[src/rtl/ks_adder_pipe.sv]
// ks_adder_pipe: pipelined Kogge-Stone adder/subtractor with signed overflow; define KS_ADDER_SAT_EN for signed saturation.
// Latency: D = 1 + ceil(LVL/REG_EVERY) cycles from accept to out_valid; one op per cycle when not stalled.
// Backpressure: global stall, all stages hold while out_valid & !out_ready; in_ready mirrors that advance.
module ks_adder_pipe #(
   parameter int N         = 64,
   parameter int REG_EVERY = 2
) (
   input  logic         clk,
   input  logic         rst_n,
   input  logic         in_valid,
   output logic         in_ready,
   input  logic [N-1:0] a,
   input  logic [N-1:0] b,
   input  logic         cin,
   input  logic         sub,
   output logic         out_valid,
   input  logic         out_ready,
   output logic [N-1:0] sum,
   output logic         cout,
   output logic         ovf
);
   localparam int LVL = $clog2(N);
   localparam int S   = (LVL + REG_EVERY - 1) / REG_EVERY;

   logic         init_done;
   logic         advance;

   logic         vq  [S];
   logic [N-1:0] gq  [S];
   logic [N-1:0] pq  [S];
   logic [N-1:0] hpq [S];
   logic         c0q [S];
   logic [N-1:0] gn  [S];
   logic [N-1:0] pn  [S];

   logic [N-1:0] bx, g0, p0;
   logic         c0;
   logic [N-1:0] gt, pt, lowm;
   logic [N-1:0] cv, sum_n;
   logic         cout_n, ovf_n;

   assign advance  = !out_valid | out_ready;
   assign in_ready = init_done & advance;

   always_comb begin
      bx    = sub ? ~b : b;
      c0    = sub | cin;
      g0    = a & bx;
      p0    = a ^ bx;
      // c0 acts as the bit -1 generate; absorbing it into bit 0 keeps the tree N bits wide.
      g0[0] = g0[0] | (p0[0] & c0);
   end

   always_comb begin
      gt   = '0;
      pt   = '0;
      lowm = '0;
      for (int s = 0; s < S; s++) begin
         gt = gq[s];
         pt = pq[s];
         for (int j = 0; j < REG_EVERY; j++) begin
            if (s * REG_EVERY + j < LVL) begin
               lowm = (N'(1) << (1 << (s * REG_EVERY + j))) - N'(1);
               gt   = gt | (pt & (gt << (1 << (s * REG_EVERY + j))));
               pt   = pt & ((pt << (1 << (s * REG_EVERY + j))) | lowm);
            end
         end
         gn[s] = gt;
         pn[s] = pt;
      end
   end

   always_comb begin
      cv     = {gn[S-1][N-2:0], c0q[S-1]};
      sum_n  = hpq[S-1] ^ cv;
      cout_n = gn[S-1][N-1];
      ovf_n  = gn[S-1][N-2] ^ gn[S-1][N-1];
`ifdef KS_ADDER_SAT_EN
      // Carry into the MSB set means both operands were non-negative: clamp to max positive.
      if (ovf_n) begin
         sum_n = gn[S-1][N-2] ? {1'b0, {(N-1){1'b1}}} : {1'b1, {(N-1){1'b0}}};
      end
`endif
   end

   always_ff @(posedge clk or negedge rst_n) begin
      if (!rst_n) begin
         init_done <= 1'b0;
         out_valid <= 1'b0;
         sum       <= '0;
         cout      <= 1'b0;
         ovf       <= 1'b0;
         for (int s = 0; s < S; s++) begin
            vq[s]  <= 1'b0;
            gq[s]  <= '0;
            pq[s]  <= '0;
            hpq[s] <= '0;
            c0q[s] <= 1'b0;
         end
      end else begin
         init_done <= 1'b1;
         if (advance) begin
            vq[0]  <= in_valid & in_ready;
            gq[0]  <= g0;
            pq[0]  <= p0;
            hpq[0] <= p0;
            c0q[0] <= c0;
            for (int s = 1; s < S; s++) begin
               vq[s]  <= vq[s-1];
               gq[s]  <= gn[s-1];
               pq[s]  <= pn[s-1];
               hpq[s] <= hpq[s-1];
               c0q[s] <= c0q[s-1];
            end
            out_valid <= vq[S-1];
            sum       <= sum_n;
            cout      <= cout_n;
            ovf       <= ovf_n;
         end
      end
   end
endmodule
[config.mk]
export PLATFORM = sky130hd
export DESIGN_NAME = ks_adder_pipe
export DESIGN_NICKNAME = d
export VERILOG_FILES = /design/src/rtl/ks_adder_pipe.sv
export SDC_FILE = /design/constraint.sdc
export NUM_CORES = 1
export LEC_CHECK = 0
export CAP_MARGIN = 30
export CORE_MARGIN = 5
export CORE_UTILIZATION = 34
export CTS_BUF_LIST = sky130_fd_sc_hd__clkbuf_8
export DETAILED_ROUTE_END_ITERATION = 12
export DONT_BUFFER_PORTS = 1
export GPL_ROUTABILITY_DRIVEN = 0
export PLACE_DENSITY = 0.53
export SYNTH_ARGS = -nofsm -noshare
export SYNTH_HDL_FRONTEND = slang
export SYNTH_SLANG_ARGS = --single-unit
[constraint.sdc]
create_clock -name clk -period 2.4 [get_ports clk]
set_input_delay 0.48 -clock clk [delete_from_list [all_inputs] [get_ports clk]]
set_output_delay 0.48 -clock clk [all_outputs]
set_load 0.005 [all_outputs]
==> impl_metrics.yaml <==
logic_synthesis:
  synth_area_mm2: 0.0252
  synth.area.mux_share_pct: 0.0448
  yosysTopAreaCell: "dfrtp_1"
  yosysSeqAreaShare_pct: 56.3
  yosysWarnings: 0
  synth_top_family_by_area: "simple AND/OR/NAND/NOR gates"
  ys_ff_latch: 566
  synthDominantCellAreaShare_pct: 56.3
  synth_area_leaders: "dfrtp_1, nand2_1, ha_1"
  netlist_instances: 2623
  postSynthAreaPerCell_um2: 9.59
  syn-num-nets: 2821
  synth_xor_area_share_pct: 4.49
  synth_cell_types: 33
  synth_fa_ha_area_share_pct: 3.18
  synth_compound_area_share_pct: 15.4
  yosys.area_share.simple_pct: 17.2
clocking:
  post_cts_buffers: 0
  cts_buffers: 98
  cts-resized-gates: 0
  clock_sinks: 566
  cts_tree: "built"
  clkLatencyLatePin_ns: 0.70
  cts_htree_levels: 3
  path_clk_slew_ns: 0.06
  ctsHoldBuffers: 59
  cts.root.buffer_cell: "clkbuf_8"
  cts_buffer_depth: 3
setup_path:
  endpoint_kind: "output port"
  crit_path_start_kind: "flop"
  cp_top_family: "simple AND/OR/NAND/NOR gates"
  crit_path_max_fanout: 20
  max_stage_delay_ns: 0.43
  arrival_ns: 1.63
  cp_num_buf_inv: 0
  path_cells: "nand2b_4, and2_1"
  slowest_stage: "dfrtp_1"
  required_ns: 1.92
  critical_path_class: "flop to output port"
pwr:
  peakVddDrop_mv: 0.441
  power.density_mw_per_mm2: 1230
  p_leak_nw: 13.4
route:
  postRouteAntennaNets: 0
  highest_layer: "met4"
  wirelength_mm: 69.6
  wl_per_cell_um: 18.7
  wl_met1_mm: 32.0
  route.vias.total: 18400
  route.met2.wl_mm: 32.4
  drc: 0
  dr_wl_met3_mm: 3.77
  drt_iter0_drc: 1399
  firstDrtPassIters: 5
  via_per_inst: 4.95
placed_design:
  io_buffers: 0
  pre_cts_slack_ns: 0.706
  hpwl_mm: 49.0
sta:
  period_share_pct: 88.0
  period_needed_ns: 2.11
  worst_slew_pin_slew_ns: 1.99
  setup_ws_ns: 0.289
  fmax_mhz: 474
  relSlewSlack_pct: -32.7
  finalHoldViolations: 566
  fin_hold_ws_ns: -0.406
  finClkSkew_ns: 0.0483
  finalMaxSlewViolations: 395
  grt_setup_unrepaired: "false"
  fin_setup_tns_ns: 0
  setup_violations: 0
grt:
  track_usage_pct: 17.4
  grt_pass1_wl_mm: 109
  grt_max_degree: 567
  antenna_found_initial: 1
  grt_pass1_vias: 18600
  grt_overflow: 0
die:
  io-pin-count: 202
  die_y_um: 282
  initial_utilization_pct: 34.4
  rows: 99
  dieArea_mm2: 0.0795
  core_mm2: 0.0732
  die_x_um: 282
layout:
  layout.area.seq_mm2: 0.0142
  fillCellCount: 7318
  fin_nets: 2876
  multiInputGateArea_mm2: 0.0102
  drive_gt1_share_pct: 6.72
  syn_to_final_growth_pct: 13.2
outcome:
  status: "finished with violations"
  violations: "hold timing, slew limit"
job:
  drv_cap: 0
hold_path:
  hp-class: "input port to async pin"
## flip-flops by register name (all words and copies together), names as in the netlist
| signal | cells |
|---|---|
| out_valid | 1 |
| vq | 3 |
| pq | 172 |
| ovf | 1 |
| sum | 64 |
| c0q | 3 |
| gq | 192 |
| hpq | 128 |
| cout | 1 |
| init_done | 1 |
## per-stage QoR
step	total power [mW]	cells	cell area [µm²]	util, %
global placement	26.5	3478	26000	35.5
CTS	35.6	3711	28500	38.9
floorplan	22.8	2623	25200	-
global route	37.6	3712	28500	38.9
detailed placement	26.8	3478	26000	35.5
finish	35.1	3712	28500	38.9
## synthesized netlist by cell type
cell and number:
a21o_1 32, xor2_1 80, mux2_2 1, a31o_2 16
a2111oi_4 2, a31oi_1 3, ha_1 64, a32o_1 2
o21a_1 99, nor2b_1 3, nand3b_1 2, buf_6 22
o211ai_1 100, nand2_1 1063, nor3_1 2, buf_8 1
nand3_1 10, o21ai_0 65, o31ai_1 97, a211o_1 1
xnor2_1 49, clkbuf_1 16, buf_1 3, conb_1 1
a2111oi_0 6, nor2_1 57, nand2b_1 2, buf_2 79
and2_1 1, inv_1 6, dfrtp_1 566, buf_4 14
a21oi_1 158
## area by class of cell
cell class / count / area share, %
Sequential cell: 566 / 49.7
Multi-Input combinational cell: 1916 / 35.7
Clock buffer: 122 / 5.90
Tap cell: 959 / 4.21
Timing Repair Buffer: 90 / 3.55
Clock inverter: 52 / 0.857
Inverter: 6 / 0.0791
Antenna cell: 1 / 0.00879
## cells in the final DEF, fill, tap and decap left out, drive strengths merged
master       netlist  final
buf              119     31
a21o              32     32
nor2              57     57
o21ai             65     65
o211ai           100    100
a32o               2      2
inv                6     52
nand3b             2      2
o31ai             97     97
nand3             10     10
a21oi            158    158
ha                64     64
a31o              16     16
clkbuf            16    122
nor3               2      2
diode              0      1
a211o              1      1
nand2           1063   1063
o21a              99     99
dfrtp            566    566
a2111oi            8      8
nand2b             2      2
dlygate4sd3        0     59
conb               1      1
xor2              80     80
and2               1      1
nor2b              3      3
xnor2             49     49
clkinv             0      6
mux2               1      1
a31oi              3      3
## path summary, 6_finish.rpt
check / startpoint / end / slack [ns] / cells past startpoint
min reg2reg: hpq[115] / hpq[51] / 0.45 / 2
max: out_valid / in_ready / 0.29 / 2
min in group clk: cin / gq[128] / 0.06 / 2
min: rst_n / sum[30] / -0.41 / 0
max in group asynchronous: rst_n / hpq[122] / 1.30 / 0
max reg2reg: out_valid / c0q[2] / 0.37 / 6
## routing by layer
layer / GRT usage, % / vias up
li1: - / 8913
met1: 24.1 / 8994
met2: 27.7 / 376
met3: 3.58 / 79
met4: 5.25 / 0
met5: 0 / -
## cells by family (layout without fill, tap and decap cells)
group | count (synthesis) | in the layout
flip-flops | 566 | 566
buffers and inverters | 141 | 270
AO/OA/AOI/OAI | 581 | 581
adder cells (fa/ha/maj) | 64 | 64
XOR/XNOR | 129 | 129
multiplexers | 1 | 1
AND/OR/NAND/NOR | 1140 | 1140
other | 1 | 2
## where the power goes
part | total (mW) | internal, mW | switching (mW)
Combinational | 9.79 | 3.99 | 5.81
Clock | 8.59 | 4.58 | 4.01
Sequential | 16.7 | 13.2 | 3.54
Note: power is estimated with default switching activity, not from simulation.
